--- config.mk ---
export PLATFORM = sky130hd
export DESIGN_NAME = ms_mouse_serial_rx_flat
export DESIGN_NICKNAME = d
export VERILOG_FILES = /design/src/rtl/ms_mouse_serial_rx_if.sv /design/src/rtl/ms_mouse_serial_rx.sv /design/src/flat_wrapper.sv
export SDC_FILE = /design/constraint.sdc
export NUM_CORES = 1
export LEC_CHECK = 0
export BUFFER_PORTS_ARGS = -buffer_cell sky130_fd_sc_hd__buf_2
export CAP_MARGIN = 20
export CELL_PAD_IN_SITES_DETAIL_PLACEMENT = 0
export CELL_PAD_IN_SITES_GLOBAL_PLACEMENT = 1
export CORE_MARGIN = 5
export CORE_UTILIZATION = 50
export CTS_BUF_LIST = sky130_fd_sc_hd__clkbuf_8 sky130_fd_sc_hd__clkbuf_16
export CTS_CLUSTER_SIZE = 8
export DETAILED_ROUTE_END_ITERATION = 8
export HOLD_SLACK_MARGIN = 0.05
export MAX_ROUTING_LAYER = met4
export PLACE_DENSITY = 0.93
export REMOVE_ABC_BUFFERS = 1
export SLEW_MARGIN = 40
export SYNTH_ARGS = -nofsm -noshare
export SYNTH_HDL_FRONTEND = slang
export SYNTH_SLANG_ARGS = --single-unit
--- constraint.sdc ---
create_clock -name clk -period 4.5 [get_ports clk]
set_input_delay 0.225 -clock clk [delete_from_list [all_inputs] [get_ports clk]]
set_output_delay 0.225 -clock clk [all_outputs]
set_load 0.02 [all_outputs]
--- src/rtl/ms_mouse_serial_rx_if.sv ---
// ---------------------------------------------------------------------------
// ms_mouse_serial_rx_if
//  Bundles the serial RD line and the mouse-emulation outputs of the Microsoft
//  serial mouse receiver.
//  Signals:
//   rxd        serial RD line, idle high, asynchronous to clk
//   ms_x       signed X delta of the last packet
//   ms_y       signed Y delta, host convention (negated packet Y)
//   ms_b       {middle, right, left} buttons
//   ms_upd     toggles once per published packet
//   ident      1-cycle pulse, lone 'M' identification char seen
//   frame_err  1-cycle pulse, stop bit sampled low
//  Modports:
//   slave   the receiver (consumes rxd, drives the mouse outputs)
//   master  the link/consumer side (drives rxd, observes the outputs)
// ---------------------------------------------------------------------------
interface ms_mouse_serial_rx_if;
  logic       rxd;
  logic [7:0] ms_x;
  logic [7:0] ms_y;
  logic [2:0] ms_b;
  logic       ms_upd;
  logic       ident;
  logic       frame_err;

  modport slave (
    input  rxd,
    output ms_x, ms_y, ms_b, ms_upd, ident, frame_err
  );

  modport master (
    output rxd,
    input  ms_x, ms_y, ms_b, ms_upd, ident, frame_err
  );
endinterface

--- src/rtl/ms_mouse_serial_rx.sv ---
// ---------------------------------------------------------------------------
// ms_mouse_serial_rx
//  Receiving end of the Microsoft serial mouse link. Samples the RD line,
//  deframes 7-bit characters, assembles 3-byte MS packets and republishes them
//  on the ms_x/ms_y/ms_b/ms_upd toggle interface. Reports the lone 'M'
//  identification character on ident.
//  Ports:
//   clk    in  system clock
//   rst_n  in  asynchronous reset, active low
//   bus    ms_mouse_serial_rx_if.slave (rxd in; ms_x, ms_y, ms_b, ms_upd,
//          ident, frame_err out)
//  Parameters:
//   CLKFREQ  clock frequency in Hz
//   BAUD     serial bit rate
//   GAP_MS   inter-byte timeout in ms
//  Configuration macro:
//   MS_MOUSE_3BTN_EN  enables the Logitech 4th byte (middle button).
// ---------------------------------------------------------------------------
module ms_mouse_serial_rx #(
  parameter int CLKFREQ = 50_000_000,
  parameter int BAUD    = 1_200,
  parameter int GAP_MS  = 20
) (
  input  logic                  clk,
  input  logic                  rst_n,
  ms_mouse_serial_rx_if.slave   bus
);

  localparam int BITPER  = CLKFREQ / BAUD;
  localparam int HALFBIT = BITPER / 2;
  localparam int TMO     = (CLKFREQ / 1000) * GAP_MS;
  localparam int TW      = $clog2(BITPER + 1);
  localparam int OW      = $clog2(TMO + 1);

  // -------------------------------------------------------------------------
  // Input synchroniser and start-edge detection
  // -------------------------------------------------------------------------
  logic       r_sync1, r_sync2, r_hist;
  logic [1:0] r_flush;
  logic       r_armed;
  logic       w_fall;

  // The sync chain is preset high, so a line held low at reset release would
  // look like a falling edge. Edge detection is armed only once a genuine
  // high level has travelled through the chain.
  always_ff @(posedge clk or negedge rst_n) begin
    if (!rst_n) begin
      r_sync1 <= 1'b1;
      r_sync2 <= 1'b1;
      r_hist  <= 1'b1;
      r_flush <= 2'd0;
      r_armed <= 1'b0;
    end else begin
      r_sync1 <= bus.rxd;
      r_sync2 <= r_sync1;
      r_hist  <= r_sync2;
      if (r_flush != 2'd3) r_flush <= r_flush + 2'd1;
      if (r_flush[1] && r_sync2) r_armed <= 1'b1;
    end
  end

  assign w_fall = r_armed & r_hist & ~r_sync2;

  // -------------------------------------------------------------------------
  // Character receiver FSM
  // -------------------------------------------------------------------------
  typedef enum logic [2:0] {
    RX_IDLE, RX_START, RX_DATA, RX_STOP, RX_BRK
  } rx_state_t;

  rx_state_t     r_rx, w_rx_nxt;
  logic [TW-1:0] r_tmr;
  logic [TW-1:0] w_tmr_val;
  logic          w_tmr_ld;
  logic          w_tick;
  logic          w_shift_en;
  logic          w_stop_ok;
  logic          w_stop_bad;
  logic [2:0]    r_nbit;
  logic [6:0]    r_shift;
  logic          r_byte_vld;
  logic [6:0]    r_byte;
  logic          r_frame_err;

  assign w_tick = (r_tmr == '0);

  always_ff @(posedge clk or negedge rst_n) begin
    if (!rst_n) r_rx <= RX_IDLE;
    else        r_rx <= w_rx_nxt;
  end

  always_comb begin
    w_rx_nxt   = r_rx;
    w_tmr_ld   = 1'b0;
    w_tmr_val  = '0;
    w_shift_en = 1'b0;
    w_stop_ok  = 1'b0;
    w_stop_bad = 1'b0;
    case (r_rx)
      RX_IDLE: begin
        if (w_fall) begin
          w_rx_nxt  = RX_START;
          w_tmr_ld  = 1'b1;
          w_tmr_val = TW'(HALFBIT - 1);
        end
      end
      RX_START: begin
        // Mid-start sample: a high line means the fall was only a glitch.
        if (w_tick) begin
          if (r_sync2) begin
            w_rx_nxt = RX_IDLE;
          end else begin
            w_rx_nxt  = RX_DATA;
            w_tmr_ld  = 1'b1;
            w_tmr_val = TW'(BITPER - 1);
          end
        end
      end
      RX_DATA: begin
        if (w_tick) begin
          w_shift_en = 1'b1;
          w_tmr_ld   = 1'b1;
          w_tmr_val  = TW'(BITPER - 1);
          if (r_nbit == 3'd6) w_rx_nxt = RX_STOP;
        end
      end
      RX_STOP: begin
        if (w_tick) begin
          if (r_sync2) begin
            w_stop_ok = 1'b1;
            w_rx_nxt  = RX_IDLE;
          end else begin
            w_stop_bad = 1'b1;
            w_rx_nxt   = RX_BRK;
          end
        end
      end
      RX_BRK: begin
        // Hold off until the line returns high so a break or a corrupted
        // frame cannot spawn a false start bit.
        if (r_sync2) w_rx_nxt = RX_IDLE;
      end
      default: w_rx_nxt = RX_IDLE;
    endcase
  end

  always_ff @(posedge clk or negedge rst_n) begin
    if (!rst_n) begin
      r_tmr       <= '0;
      r_nbit      <= 3'd0;
      r_shift     <= 7'd0;
      r_byte_vld  <= 1'b0;
      r_byte      <= 7'd0;
      r_frame_err <= 1'b0;
    end else begin
      if (w_tmr_ld)          r_tmr <= w_tmr_val;
      else if (r_tmr != '0)  r_tmr <= r_tmr - TW'(1);

      if (r_rx == RX_IDLE)   r_nbit <= 3'd0;
      else if (w_shift_en)   r_nbit <= r_nbit + 3'd1;

      // LSB first: new bits enter at the top and walk down.
      if (w_shift_en) r_shift <= {r_sync2, r_shift[6:1]};

      r_byte_vld  <= w_stop_ok;
      r_frame_err <= w_stop_bad;
      if (w_stop_ok) r_byte <= r_shift;
    end
  end

  // -------------------------------------------------------------------------
  // Packet assembler FSM
  // -------------------------------------------------------------------------
  typedef enum logic [1:0] {
    AS_B1, AS_B2, AS_B3, AS_B4
  } as_state_t;

  as_state_t     r_as, w_as_nxt;
  logic [OW-1:0] r_tmo;
  logic [6:0]    r_b1;
  logic [5:0]    r_b2;
  logic          w_ld1, w_ld2, w_pub, w_pub4, w_ident, w_expire;
  logic [7:0]    r_x, r_y;
  logic [1:0]    r_btn;
  logic          r_upd;
  logic          r_ident;
  logic          w_btn2;
  logic [7:0]    w_dx, w_dy;

  // A byte arriving on the expiry cycle takes priority: it reloads the
  // timer instead of discarding the partial packet.
  assign w_expire = (r_as != AS_B1) && (r_tmo == '0) && !r_byte_vld;

  always_ff @(posedge clk or negedge rst_n) begin
    if (!rst_n) r_as <= AS_B1;
    else        r_as <= w_as_nxt;
  end

  always_comb begin
    w_as_nxt = r_as;
    w_ld1    = 1'b0;
    w_ld2    = 1'b0;
    w_pub    = 1'b0;
    w_pub4   = 1'b0;
    w_ident  = 1'b0;
    if (r_frame_err) begin
      w_as_nxt = AS_B1;
    end else if (r_byte_vld) begin
      if (r_byte[6]) begin
        // Header char always resyncs, dropping any partial packet.
        w_ld1    = 1'b1;
        w_as_nxt = AS_B2;
      end else begin
        case (r_as)
          AS_B2: begin
            w_ld2    = 1'b1;
            w_as_nxt = AS_B3;
          end
          AS_B3: begin
            w_pub    = 1'b1;
`ifdef MS_MOUSE_3BTN_EN
            w_as_nxt = AS_B4;
`else
            w_as_nxt = AS_B1;
`endif
          end
`ifdef MS_MOUSE_3BTN_EN
          AS_B4: begin
            w_pub4   = 1'b1;
            w_as_nxt = AS_B1;
          end
`endif
          default: w_as_nxt = r_as;
        endcase
      end
    end else if (w_expire) begin
      w_as_nxt = AS_B1;
      // A single 'M' left hanging is the identification reply, not a packet.
      w_ident  = (r_as == AS_B2) && (r_b1 == 7'h4D);
    end
  end

  assign w_dx = {r_b1[1:0], r_b2};
  assign w_dy = {r_b1[3:2], r_byte[5:0]};

  always_ff @(posedge clk or negedge rst_n) begin
    if (!rst_n) begin
      r_tmo   <= '0;
      r_b1    <= 7'd0;
      r_b2    <= 6'd0;
      r_x     <= 8'd0;
      r_y     <= 8'd0;
      r_btn   <= 2'd0;
      r_upd   <= 1'b0;
      r_ident <= 1'b0;
    end else begin
      if (r_byte_vld)                          r_tmo <= OW'(TMO);
      else if (r_as != AS_B1 && r_tmo != '0)   r_tmo <= r_tmo - OW'(1);

      if (w_ld1) r_b1 <= r_byte;
      if (w_ld2) r_b2 <= r_byte[5:0];

      r_ident <= w_ident;

      if (w_pub) begin
        r_x   <= w_dx;
        r_y   <= 8'd0 - w_dy;
        r_btn <= {r_b1[4], r_b1[5]};
        r_upd <= ~r_upd;
      end else if (w_pub4) begin
        r_x   <= 8'd0;
        r_y   <= 8'd0;
        r_upd <= ~r_upd;
      end
    end
  end

`ifdef MS_MOUSE_3BTN_EN
  logic r_btn2;
  always_ff @(posedge clk or negedge rst_n) begin
    if (!rst_n)      r_btn2 <= 1'b0;
    else if (w_pub4) r_btn2 <= r_byte[5];
  end
  assign w_btn2 = r_btn2;
`else
  assign w_btn2 = 1'b0;
`endif

  assign bus.ms_x      = r_x;
  assign bus.ms_y      = r_y;
  assign bus.ms_b      = {w_btn2, r_btn};
  assign bus.ms_upd    = r_upd;
  assign bus.ident     = r_ident;
  assign bus.frame_err = r_frame_err;

endmodule
--- src/flat_wrapper.sv ---
// flat-port wrapper written by rule: the top's interface ports become plain ports
module ms_mouse_serial_rx_flat 
#(
  parameter int CLKFREQ = 50_000_000,
  parameter int BAUD    = 1_200,
  parameter int GAP_MS  = 20
)
  (clk, rst_n, bus_rxd, bus_ms_x, bus_ms_y, bus_ms_b, bus_ms_upd, bus_ident, bus_frame_err);
  ms_mouse_serial_rx_if bus_i ();
  input  logic clk;
  input  logic rst_n;
  input wire logic [$bits(bus_i.rxd)-1:0] bus_rxd;
  output wire logic [$bits(bus_i.ms_x)-1:0] bus_ms_x;
  output wire logic [$bits(bus_i.ms_y)-1:0] bus_ms_y;
  output wire logic [$bits(bus_i.ms_b)-1:0] bus_ms_b;
  output wire logic [$bits(bus_i.ms_upd)-1:0] bus_ms_upd;
  output wire logic [$bits(bus_i.ident)-1:0] bus_ident;
  output wire logic [$bits(bus_i.frame_err)-1:0] bus_frame_err;
  assign bus_i.rxd = bus_rxd;
  assign bus_ms_x = bus_i.ms_x;
  assign bus_ms_y = bus_i.ms_y;
  assign bus_ms_b = bus_i.ms_b;
  assign bus_ms_upd = bus_i.ms_upd;
  assign bus_ident = bus_i.ident;
  assign bus_frame_err = bus_i.frame_err;
  ms_mouse_serial_rx #(.CLKFREQ(CLKFREQ), .BAUD(BAUD), .GAP_MS(GAP_MS)) u_core (.clk(clk), .rst_n(rst_n), .bus(bus_i));
endmodule
* After elaboration in Yosys (flattened, before gate mapping)
Cells that the tools add are included. W data, S select, Z words.
Storage, ports and cells: register bits 99, input bits 3, word-level logic and storage cells 113
Operators by class: add/sub/neg operators 5, equality and inequality tests 16, mux-type cells 49, bitwise gates (word level) 4, reduce and logical (&&, ||, !) cells 18
Operators by type and width (count):
- $mux W16 | 5
- $pmux W16 S3 | 1
- $mux W20 | 2
- $mux W3 | 9
- $mux W1 | 23
- $logic_not A20 Y1 | 1
- $reduce_bool A20 Y1 | 1
- $sub A20 B1 Y20 const B | 1
- $logic_not A16 Y1 | 1
- $reduce_bool A16 Y1 | 1
- $sub A16 B1 Y16 const B | 1
- $mux W15 | 1
- $pmux W3 S5 | 1
- $ne A2 B1 Y1 const B | 6
- $mux W2 | 5
- $reduce_bool A2 Y1 | 4
- $sub A1 B8 Y8 const A | 1
- $eq A7 B7 Y1 const B | 1
- $eq A3 B2 Y1 const B | 2
- $eq A3 B3 Y1 const B | 2
- $reduce_and A6 Y1 | 1
- $logic_and A1 B1 Y1 | 5
- $ne A5 B5 Y1 const B | 1
- $pmux W2 S2 | 1
- other kinds (13) | 15

* Longest topological paths before layout
Gate-level depths: netlist of run 1.
depth in word-level cells 6, depth in mapped cells 8

* Worst setup path before layout of run 1
OpenSTA, ideal clock, no wires.
path type register to register, start point register u_core.r_tmr[11], end point register u_core.r_byte[0], setup time 0.125 ns, arrival 2.152 ns, setup slack 2.223 ns, stages on the path, launching flop included 7, buffers on the path 1, clock period less this slack 2.277 ns, cells stage by stage dfrtp_1 or4_4 nor4b_4 and2_1 buf_6 nand4_4 mux2_2
Between the ends: cells in the longest elaborated chain, start to end 3
Ends and longest elaborated chain:
- start: declaration | line ms_mouse_serial_rx.sv:72 | logic [TW-1:0] r_tmr;
- start signal: assignment | line ms_mouse_serial_rx.sv:156 | if (w_tmr_ld) r_tmr <= w_tmr_val;
- start signal: assignment | line ms_mouse_serial_rx.sv:157 | else if (r_tmr != '0) r_tmr <= r_tmr - TW'(1);
- $logic_not A16 Y1 | line ms_mouse_serial_rx.sv:85 | assign w_tick = (r_tmr == '0);
- $mux W1 | line ms_mouse_serial_rx.sv:128 | if (w_tick) begin
- $mux W1 | line ms_mouse_serial_rx.sv:99 | case (r_rx)
- end signal: assignment | line ms_mouse_serial_rx.sv:167 | if (w_stop_ok) r_byte <= r_shift;
- end: declaration | line ms_mouse_serial_rx.sv:82 | logic [6:0] r_byte;
Every way passes these cells. A chain may end at the register's enable or synchronous reset.

* Final worst setup path of run 1
start point register u_core.r_tmr[10], end point register u_core.r_byte[0]
Same word-level chain as after synthesis.

==> results of run 1 <==
[cell type report]
type,count,area share [%]
clock inverters,7,1.17
repair buffers,27,3.10
multi-input cells,306,40.4
clock buffers,9,2.46
well taps,111,2.75
flip-flops and latches,99,49.2
inverters,13,0.968
[worst max-delay path by stage]
stage	endpoint	slack, ns	depth (start not counted)
4_1_cts	u_core.r_byte[0]	1.82	5
2_1_floorplan	u_core.r_byte[0]	2.11	5
5_1_grt	u_core.r_byte[5]	1.62	5
6_report	u_core.r_byte[0]	1.83	5
3_3_place_gp	u_core.r_byte[6]	1.93	5
3_5_place_dp	u_core.r_byte[0]	1.84	5
[repair_timing]
action | in CTS | in global routing
setup endpoints to repair | 0 | 0
gates resized for setup | 0 | 0
buffers inserted | 0 | 0
hold buffers | 2 | 0
hold endpoints to repair | 63 | 0
[Yosys cell counts (2+ instances only)]
cell / number / area, sq um
a2111oi_0: 2 / 17.5
a211oi_1: 7 / 52.6
a21oi_1: 10 / 50.1
and2_1: 2 / 12.5
and3_1: 4 / 25.0
clkbuf_1: 11 / 41.3
dfrtp_1: 96 / 2400
dfstp_2: 3 / 78.8
ha_1: 11 / 138
inv_1: 13 / 48.8
mux2_2: 25 / 282
mux2i_1: 3 / 30.0
nand2_1: 61 / 229
nand2b_1: 3 / 18.8
nand3_1: 13 / 65.1
nand3b_1: 2 / 15.0
nand4_1: 2 / 12.5
nor2_1: 32 / 120
nor2b_1: 2 / 12.5
nor3_1: 13 / 65.1
nor3b_1: 4 / 30.0
nor4_1: 6 / 37.5
nor4b_1: 6 / 52.6
nor4bb_1: 2 / 20.0
o21ai_0: 22 / 110
o21ai_1: 2 / 10.0
o21bai_1: 2 / 15.0
or3_1: 9 / 56.3
or3b_2: 4 / 35.0
or4_1: 7 / 52.6
xnor2_1: 19 / 166
xor2_1: 15 / 131
[where the power goes]
part / total [mW] / internal (mW) / switching [mW]
clock: 0.522 / 0.208 / 0.313
combinational: 0.177 / 0.0832 / 0.0934
sequential: 1.02 / 0.951 / 0.0719
total: 1.72 / 1.24 / 0.478
[critical path, cell delays in order (launching register included)]
cell and delay, ns:
dfrtp_1 0.44, or4_4 0.58, nor4b_4 0.50, and2_1 0.48
nand4_4 0.22, mux2_2 0.33
[layout by cell type (no fill, tap or decap), types with 3 or more instances in the layout]
cell type	count
a211oi_1	7
a21oi_1	10
and3_1	4
buf_2	22
clkbuf_8	9
dfrtp_1	96
dfstp_2	3
ha_1	11
inv_1	13
inv_6	3
mux2_2	25
mux2i_1	3
nand2_1	61
nand2b_1	3
nand3_1	13
nor2_1	32
nor3_1	13
nor3b_1	3
nor4_1	6
nor4b_1	6
o21ai_0	22
or3_1	9
or3b_2	4
or4_1	7
xnor2_1	19
xor2_1	15
[per-layer routing]
layer / global-route usage [%] / routed length [um]
met1: 19.9 / 3900
met2: 26.9 / 4090
met3: 4.61 / 281
met4: 4.16 / 102
met5: - / 0
[cells by family after synthesis]
logic type                 after synthesis
adders and majority gates               11
xor gates and xnor gates                34
and+or+nand+nor                        180
muxes                                   28
other                                    1
DFF                                     99
buffers and inverters                   26
AOI/OAI and AO/OA                       52
[flip-flops by register name, indices dropped and copies added (netlist names), 2 cells and up]
| register | count |
|---|---|
| u_core.bus.ms_x | 8 |
| u_core.r_tmo | 20 |
| u_core.r_flush | 2 |
| u_core.r_btn | 2 |
| u_core.r_b1 | 7 |
| u_core.r_tmr | 16 |
| u_core.r_rx | 3 |
| u_core.r_byte | 7 |
| u_core.r_shift | 7 |
| u_core.r_as | 2 |
| u_core.r_b2 | 6 |
| u_core.r_nbit | 3 |
| u_core.bus.ms_y | 8 |
[through the flow]
stage	hold WS, ns	instance area, sq um	cells
6_report	0.365	5040	572
5_1_grt	0.377	5040	572
4_1_cts	0.368	5030	572
3_5_place_dp	0.335	4830	554
3_3_place_gp	0.332	4830	554
2_1_floorplan	-0.0706	4560	418
==> summary.txt, run 1 <==
Slew margin rel.: 55.1%
Post-Synth XOR/XNOR Area: 6.44%
FF+latch area: 2480 sq um
Main combinational cell family by area after synthesis: simple AND/OR/NAND/NOR gates
Global route overflow: 0
CP Capture Type: flip-flop
Yosys warnings: 0
CTS Sinks: 99
R2R depth: 5
Reg2reg start: u_core.r_tmr[10]
Initial antenna violation count: 0
Avg Inst Size Synth: 10.7 sq um
Reg2Reg Setup Slack: 1.83 ns
Post-synth EDFFs: 0
Status: finished, final reports clean
Fin. Hold Viols: 0
Synth Area in Compound Gates: 6.72%
Clock Tree Buf Depth: 2
Fmax: 374 MHz
Area grow syn2layout: 9.15%
Clock period minus worst slack: 2.67 ns
Via density: 5.54
Pin count of the biggest net entering global routing: 67
Post-synthesis adder-cell area fraction: 2.98%
Simple-gate share of the synthesized area: 21.0%
Startpoint Class: flip-flop
Remaining DRCs: 0
R2r endpoint: u_core.r_byte[0]
Pre-CTS setup slack: 1.84 ns
Port Buf Inserts: 23
Fin Setup TNS: 0 ns
Leak Pwr: 2.44 nW
Cts bufs inserted: 9
Post-synth cell types: 50
Max IR drop VDD: 0.267 mV
Mapped Cells: 431
Final GP Congestion: 0.816
Cell Area, Synth: 4620 sq um
Routed wire length: 8380 um
Worst Path Max Fanout: 10
Crit path launch: u_core.r_tmr[10]
Root buffer selected by CTS: clkbuf_8
Chip Width: 106 um
Initial Util: 50.7%
Async SR Flop Fraction: 100%
# setup viols final: 0
Core box area: 9110 sq um
Drt wl/cell: 14.6 um
Iteration-0 DRC Markers: 96
Max Slew Vio Count: 0
RSZ-0062 raised after global routing: false
Layout Nets: 470
Diode count: 0
Final period util: 59.4%
Power Dens Cells: 341 nW/um^2
Cell Rows: 35
Mux contribution to synthesized area: 6.74%
H-tree Lvls: 3
Ports: 25
Hold path startpoint: u_core.r_sync1
Crit Path Category: flip-flop to flip-flop
Clk_lat worst skew: 0.37 ns
Worst-path clk slew: 0.10 ns
Multi-input gate area: 2040 sq um
Sequential cell area fraction in the yosys report: 53.7%
Post-route setup slack: 1.83 ns
Die Height: 106 um
Crit path required time: 4.75 ns
Antenna-violating nets left: 0
Cell depth of the worst hold path: 0
Tot Pwr: 1.72 mW
Share of layout cells above drive strength 1: 17.6%
Max_cap viols: 0
Pre-antenna DRT Iters: 4
Synth Register Bits: 99
First-pass GRT wire length: 14500 um
All-Layer GR Usage: 16.3%
Final HPWL DP: 5880 um
DR vias: 3167
HP Class: flip-flop to flip-flop
Clock Skew: 0.0136 ns
CTS tree: yes
Pin slew with the least headroom to its limit: 0.671 ns
Number of global-route vias before repair: 3142
Die area: 11300 sq um
Crit path DAT: 2.92 ns
# fillers: 803
Worst Hold End: u_core.r_sync2
Final core occ: 55.4%
Synth Flop Type: dfrtp_1
No activity file was read; power rests on OpenSTA's default activity.
==> run 2, diff against run 1 <==
Settings changed: CORE_UTILIZATION 50 to 44, PLACE_DENSITY 0.93 to 0.88.
Clock period 4.5 ns to 2.4 ns, I/O delays scaled along.
==> summary.txt, run 2 (same netlist as run 1, synthesis figures left out) <==
Status: finished, final reports clean
Core box area: 10300 sq um (+13%)
Crit path required time: 2.63 ns (-2.12 ns)
Worst path cell trace: or4_4 > or3b_2 > or4_1 > xor2_1 > o21ai_1
Startpoint Class: flip-flop
Max_cap viols: 0 (unchanged)
Number of global-route vias before repair: 3145 (+0.095%)
Cell Rows: 37 (+5.7%)
Max incr delay on CP: 0.55 ns (-0.03 ns)
Initial antenna violation count: 0 (unchanged)
Pre-antenna DRT Iters: 4 (unchanged)
Die area: 12700 sq um (+12%)
Max IR drop VDD: 0.465 mV (+75%)
All-Layer GR Usage: 14.4% (-1.9 points)
Largest Register: u_core.r_tmo
Fmax: 442 MHz (+18%)
Clock period minus worst slack: 2.26 ns (-0.411 ns)
Dpl cell area: 4950 sq um (+2.5%)
Crit-path slowest cell: or4_4
Clock Tree Buf Depth: 2 (unchanged)
CTS tree: yes
Root buffer selected by CTS: clkbuf_8
Final period util: 94.2% (+35 points)
Initial Util: 45.0% (-5.8 points)
Share of layout cells above drive strength 1: 19.5% (+2.0 points)
Worst-path clk slew: 0.09 ns (about the same)
Max Slew Vio Count: 0 (unchanged)
Area grow syn2layout: 11.4%
Remaining DRCs: 0 (unchanged)
Iteration-0 DRC Markers: 202 (+110%)
CTS Sinks: 99 (unchanged)
Multi-input gate area: 2040 sq um (+0.12%)
Leak Pwr: 2.49 nW (+2.1%)
HP Class: input port to async pin
Final GP Congestion: 0.848 (+3.9%)
Diode count: 0 (unchanged)
Non-Filler Instances: 607 (+6.1%)
Most frequent cells in the layout: dfrtp_1 (96), nand2_1 (61), nor2_1 (32), mux2_2 (25)
Biggest regs: u_core.r_tmo x20, u_core.r_tmr x16
CP Capture Type: flip-flop
RSZ-0062 raised after global routing: false
Routed wire length: 8400 um (+0.25%)
DR vias: 3205 (+1.2%)
Power Dens Cells: 619 nW/um^2 (+81%)
Drt wl/cell: 13.8 um (-5.5%)
Max FFs per register: 20 (unchanged)
Worst Path Max Fanout: 5 (-5)
Antenna-violating nets left: 0 (unchanged)
Via density: 5.28 (-4.6%)
Postcts setup bufs: 0 (unchanged)
First-pass GRT wire length: 14800 um (+2.2%)
Tot Pwr: 3.19 mW (+85%)
# setup viols final: 0 (unchanged)
Die Height: 112 um (+6.0%)
Pin slew with the least headroom to its limit: 0.594 ns (-0.0779 ns)
Design area: 5150 sq um (+2.1%)
Dpl cells: 589 (+6.3%)
Ports: 25 (unchanged)
Slew margin rel.: 60.4% (+5.3 points)
Clk_lat worst skew: 0.35 ns (-0.02 ns)
Crit Path Category: flip-flop to flip-flop
Chip Width: 112 um (+6.0%)
FF+latch area: 2480 sq um (unchanged)
H-tree Lvls: 3 (unchanged)
Port Buf Inserts: 23 (unchanged)
Final HPWL DP: 5840 um (-0.64%)
Fin Setup TNS: 0 ns (unchanged)
Global route overflow: 0 (unchanged)
Clock Skew: 0.00644 ns (-0.00720 ns)
Layout Nets: 480 (+2.1%)
Hold Worst Slack: 0.308 ns (-0.0570 ns)
Most common cell after layout, fill and taps aside: dfrtp_1
Crit path DAT: 2.49 ns (-0.43 ns)
Pin count of the biggest net entering global routing: 56 (-16%)
Fin. Hold Viols: 0 (unchanged)
Cts bufs inserted: 9 (unchanged)
# fillers: 952 (+19%)
run 2: critical path: cells and delay by family, from the launching register on:
family,cells,cell delay [ns]
XOR/XNOR,1,0.15
AO/OA/AOI/OAI,1,0.07
AND/OR/NAND/NOR,3,1.49
flip-flops,1,0.43
run 2: per-layer routing:
metal	track usage, %	routed length (um)	up-vias
met5	-	0	-
li1	-	-	1572
met3	3.77	292	6
met2	22.6	4070	39
met4	3.13	59	0
met1	19.0	3980	1588
run 2: area by class of cell:
class                      instances  area share [%]
sequential                        99            48.2
clock buffer                       9            2.41
multi-input combinational        306            39.6
timing repair buffer              37            4.67
tap                              136            3.31
inverter                          13           0.948
clock inverter                     7           0.875
run 2: through the flow:
step	util [%]	setup slack (ns)
after floorplan	-	0.00620
after global placement	48.2	0.143
after detailed placement	48.2	0.127
after CTS	50.0	0.0962
after global routing	50.1	0.0238
final	50.1	0.139
run 2: power breakdown:
part | internal, mW | switching, mW
Combinational | 0.174 | 0.182
Sequential | 1.78 | 0.127
Clock | 0.370 | 0.552
run 2: worst paths after layout:
kind                                      start           endpoint  slack, ns  depth (start not counted)
worst max-delay path            u_core.r_tmr[3]   u_core.r_tmr[13]       0.14                          5
min in group clk                 u_core.r_sync1     u_core.r_sync2       0.36                          0
max in group asynchronous                 rst_n      u_core.r_hist       1.33                          3
worst min register to register   u_core.r_sync1     u_core.r_sync2       0.36                          0
worst max register to register  u_core.r_tmr[3]   u_core.r_tmr[13]       0.14                          5
worst min-delay path                      rst_n  u_core.bus.ms_upd       0.31                          2
run 2: what timing repair did:
item | CTS | global route
endpoints found under the hold margin | 45 | 0
resized for setup | 0 | 2
hold buffers | 2 | 0
endpoints found under the setup margin | 0 | 2
==> run 3, diff against run 2 <==
Settings changed: CELL_PAD_IN_SITES_DETAIL_PLACEMENT 0 to default, CELL_PAD_IN_SITES_GLOBAL_PLACEMENT 1 to default, CORE_ASPECT_RATIO from default to 1.1, CORE_UTILIZATION 44 to 50, PLACE_DENSITY 0.88 to 0.82.
==> summary.txt, run 3 (same netlist as run 1, synthesis figures left out) <==
Crit path DAT: 2.57 ns (+0.08 ns)
Pin count of the biggest net entering global routing: 48 (-14%)
First-pass GRT wire length: 16000 um (+8.0%)
Area grow syn2layout: 12.1%
Antenna-violating nets left: 0 (unchanged)
RSZ-0062 raised after global routing: false
Iteration-0 DRC Markers: 150 (-26%)
All-Layer GR Usage: 18.0% (+3.6 points)
CP Capture Type: flip-flop
Crit path required time: 2.70 ns (+0.07 ns)
Number of global-route vias before repair: 3334 (+6.0%)
Dpl cells: 568 (-3.6%)
Biggest regs: u_core.r_tmo x20, u_core.r_tmr x16
Max IR drop VDD: 0.628 mV (+35%)
Slew margin rel.: 48.9% (-12 points)
Initial Util: 51.5% (+6.6 points)
Share of layout cells above drive strength 1: 19.9% (+0.38 points)
Status: finished, final reports clean
DR vias: 3237 (+1.0%)
Chip Width: 102 um (-9.6%)
Power Dens Cells: 662 nW/um^2 (+6.8%)
Crit-path slowest cell: or4_4
Non-Filler Instances: 586 (-3.5%)
Reg2Reg Setup Slack: 0.13 ns (about the same)
Clock Skew: 0.00922 ns (+0.00278 ns)
Crit path to: u_core.r_tmr[13]
Top delay family on crit path: simple AND/OR/NAND/NOR gates
Drt wl/cell: 15.5 um (+12%)
HP Class: input port to async pin
Most common cell after layout, fill and taps aside: dfrtp_1
Core box area: 8960 sq um (-13%)
Cell Rows: 36 (-2.7%)
Cts bufs inserted: 9 (unchanged)
Port Buf Inserts: 23 (unchanged)
# fillers: 727 (-24%)
Die area: 11300 sq um (-11%)
Die Height: 111 um (-1.5%)
Fin Setup TNS: 0 ns (unchanged)
CP bufs+invs: 0 (unchanged)
Final HPWL DP: 6480 um (+11%)
Clock Tree Buf Depth: 2 (unchanged)
Crit Path Category: flip-flop to flip-flop
Pre-CTS setup slack: 0.0908 ns (-0.0363 ns)
Largest Register: u_core.r_tmo
Worst Path Max Fanout: 5 (unchanged)
Worst path cell trace: or4_4 > or3b_2 > or4_1 > xor2_1 > o21ai_1
CTS tree: yes
CTS Sinks: 99 (unchanged)
Most frequent cells in the layout: dfrtp_1 (96), nand2_1 (61), nor2_1 (32), mux2_2 (25)
Final period util: 94.7% (+0.53 points)
R2R depth: 5 (unchanged)
Max incr delay on CP: 0.56 ns (about the same)
Fmax: 440 MHz (-0.56%)
Post-route setup slack: 0.126 ns (-0.0128 ns)
Startpoint Class: flip-flop
Leak Pwr: 2.53 nW (+1.6%)
Ports: 25 (unchanged)
Routed wire length: 9070 um (+8.0%)
Global route overflow: 0 (unchanged)
Fin. Hold Viols: 0 (unchanged)
Pre-antenna DRT Iters: 4 (unchanged)
Clk_lat worst skew: 0.37 ns (+0.02 ns)
Initial antenna violation count: 0 (unchanged)
Worst-path clk slew: 0.10 ns (about the same)
Max Slew Vio Count: 0 (unchanged)
Pin slew with the least headroom to its limit: 0.747 ns (+0.153 ns)
Crit path launch: u_core.r_tmr[3]
Layout Nets: 481 (+0.21%)
Root buffer selected by CTS: clkbuf_8
Max_cap viols: 0 (unchanged)
Via density: 5.52 (+4.6%)
Final GP Congestion: 0.867 (+2.2%)
CP Depth: 5 (unchanged)
H-tree Lvls: 3 (unchanged)
R2r endpoint: u_core.r_tmr[13]
Clock period minus worst slack: 2.27 ns (+0.0128 ns)
Max FFs per register: 20 (unchanged)
Reg2reg start: u_core.r_tmr[3]
Tot Pwr: 3.43 mW (+7.5%)
# setup viols final: 0 (unchanged)
Postcts setup bufs: 0 (unchanged)
Diode count: 0 (unchanged)
Remaining DRCs: 0 (unchanged)
run 3: cell count changes in the layout (fill, tap and decap cells not counted):
| cell | delta |
|---|---|
| inv_6 | +1 |
| clkinv_8 | +1 |
| inv_8 | +2 |
| clkinvlp_4 | -4 |
| and2_1 | -1 |
| bufinv_16 | +1 |
| clkinv_2 | -3 |
| and2_2 | +1 |
| buf_4 | +1 |
| clkinv_4 | +2 |
run 3: report_power, final:
group / switching, mW / leakage, nW / internal (mW)
Sequential: 0.135 / 1.32 / 1.78
Clock: 0.622 / 0.111 / 0.512
Combinational: 0.198 / 1.10 / 0.176
run 3: metal layers:
metal / GRT usage [%] / share of wire, % / vias to the layer above
li1: - / - / 1574
met1: 23.5 / 46 / 1610
met2: 28.4 / 50 / 41
met3: 4.78 / 3.0 / 12
met4: 3.81 / 0.97 / 0
met5: - / 0 / -
run 3: how the worst min path moves through the flow:
stage,slack (ns),from,cells past startpoint,end
2_1_floorplan,-0.18,rst_n,0,u_core.bus.frame_err
3_3_place_gp,0.15,rst_n,1,u_core.bus.ms_upd
3_5_place_dp,0.16,rst_n,1,u_core.bus.ms_upd
4_1_cts,0.34,rst_n,2,u_core.r_btn[0]
5_1_grt,0.35,rst_n,2,u_core.r_btn[0]
6_report,0.33,rst_n,2,u_core.bus.ms_upd
run 3: final cells by class:
class | instances | area (sq um) | share of cell area, %
clock buffer | 9 | 124 | 2.39
clock inverter | 7 | 95.1 | 1.84
inverter | 13 | 48.8 | 0.942
multi-input combinational | 306 | 2040 | 39.4
sequential | 99 | 2480 | 47.9
tap | 114 | 143 | 2.75
timing repair buffer | 38 | 248 | 4.78
run 3: repair_timing:
action	in CTS	in global routing
resized for setup	0	3
hold endpoints to repair	43	0
endpoints found under the setup margin	0	8
hold buffers	2	0
run 3: metrics by stage:
stage	cell area (sq um)	util, %	hold WS (ns)
after global placement	4930	55.0	0.152
after detailed placement	4930	55.0	0.161
final	5180	57.8	0.325
after CTS	5170	57.7	0.342
after floorplan	4560	-	-0.176
after global routing	5180	57.8	0.346
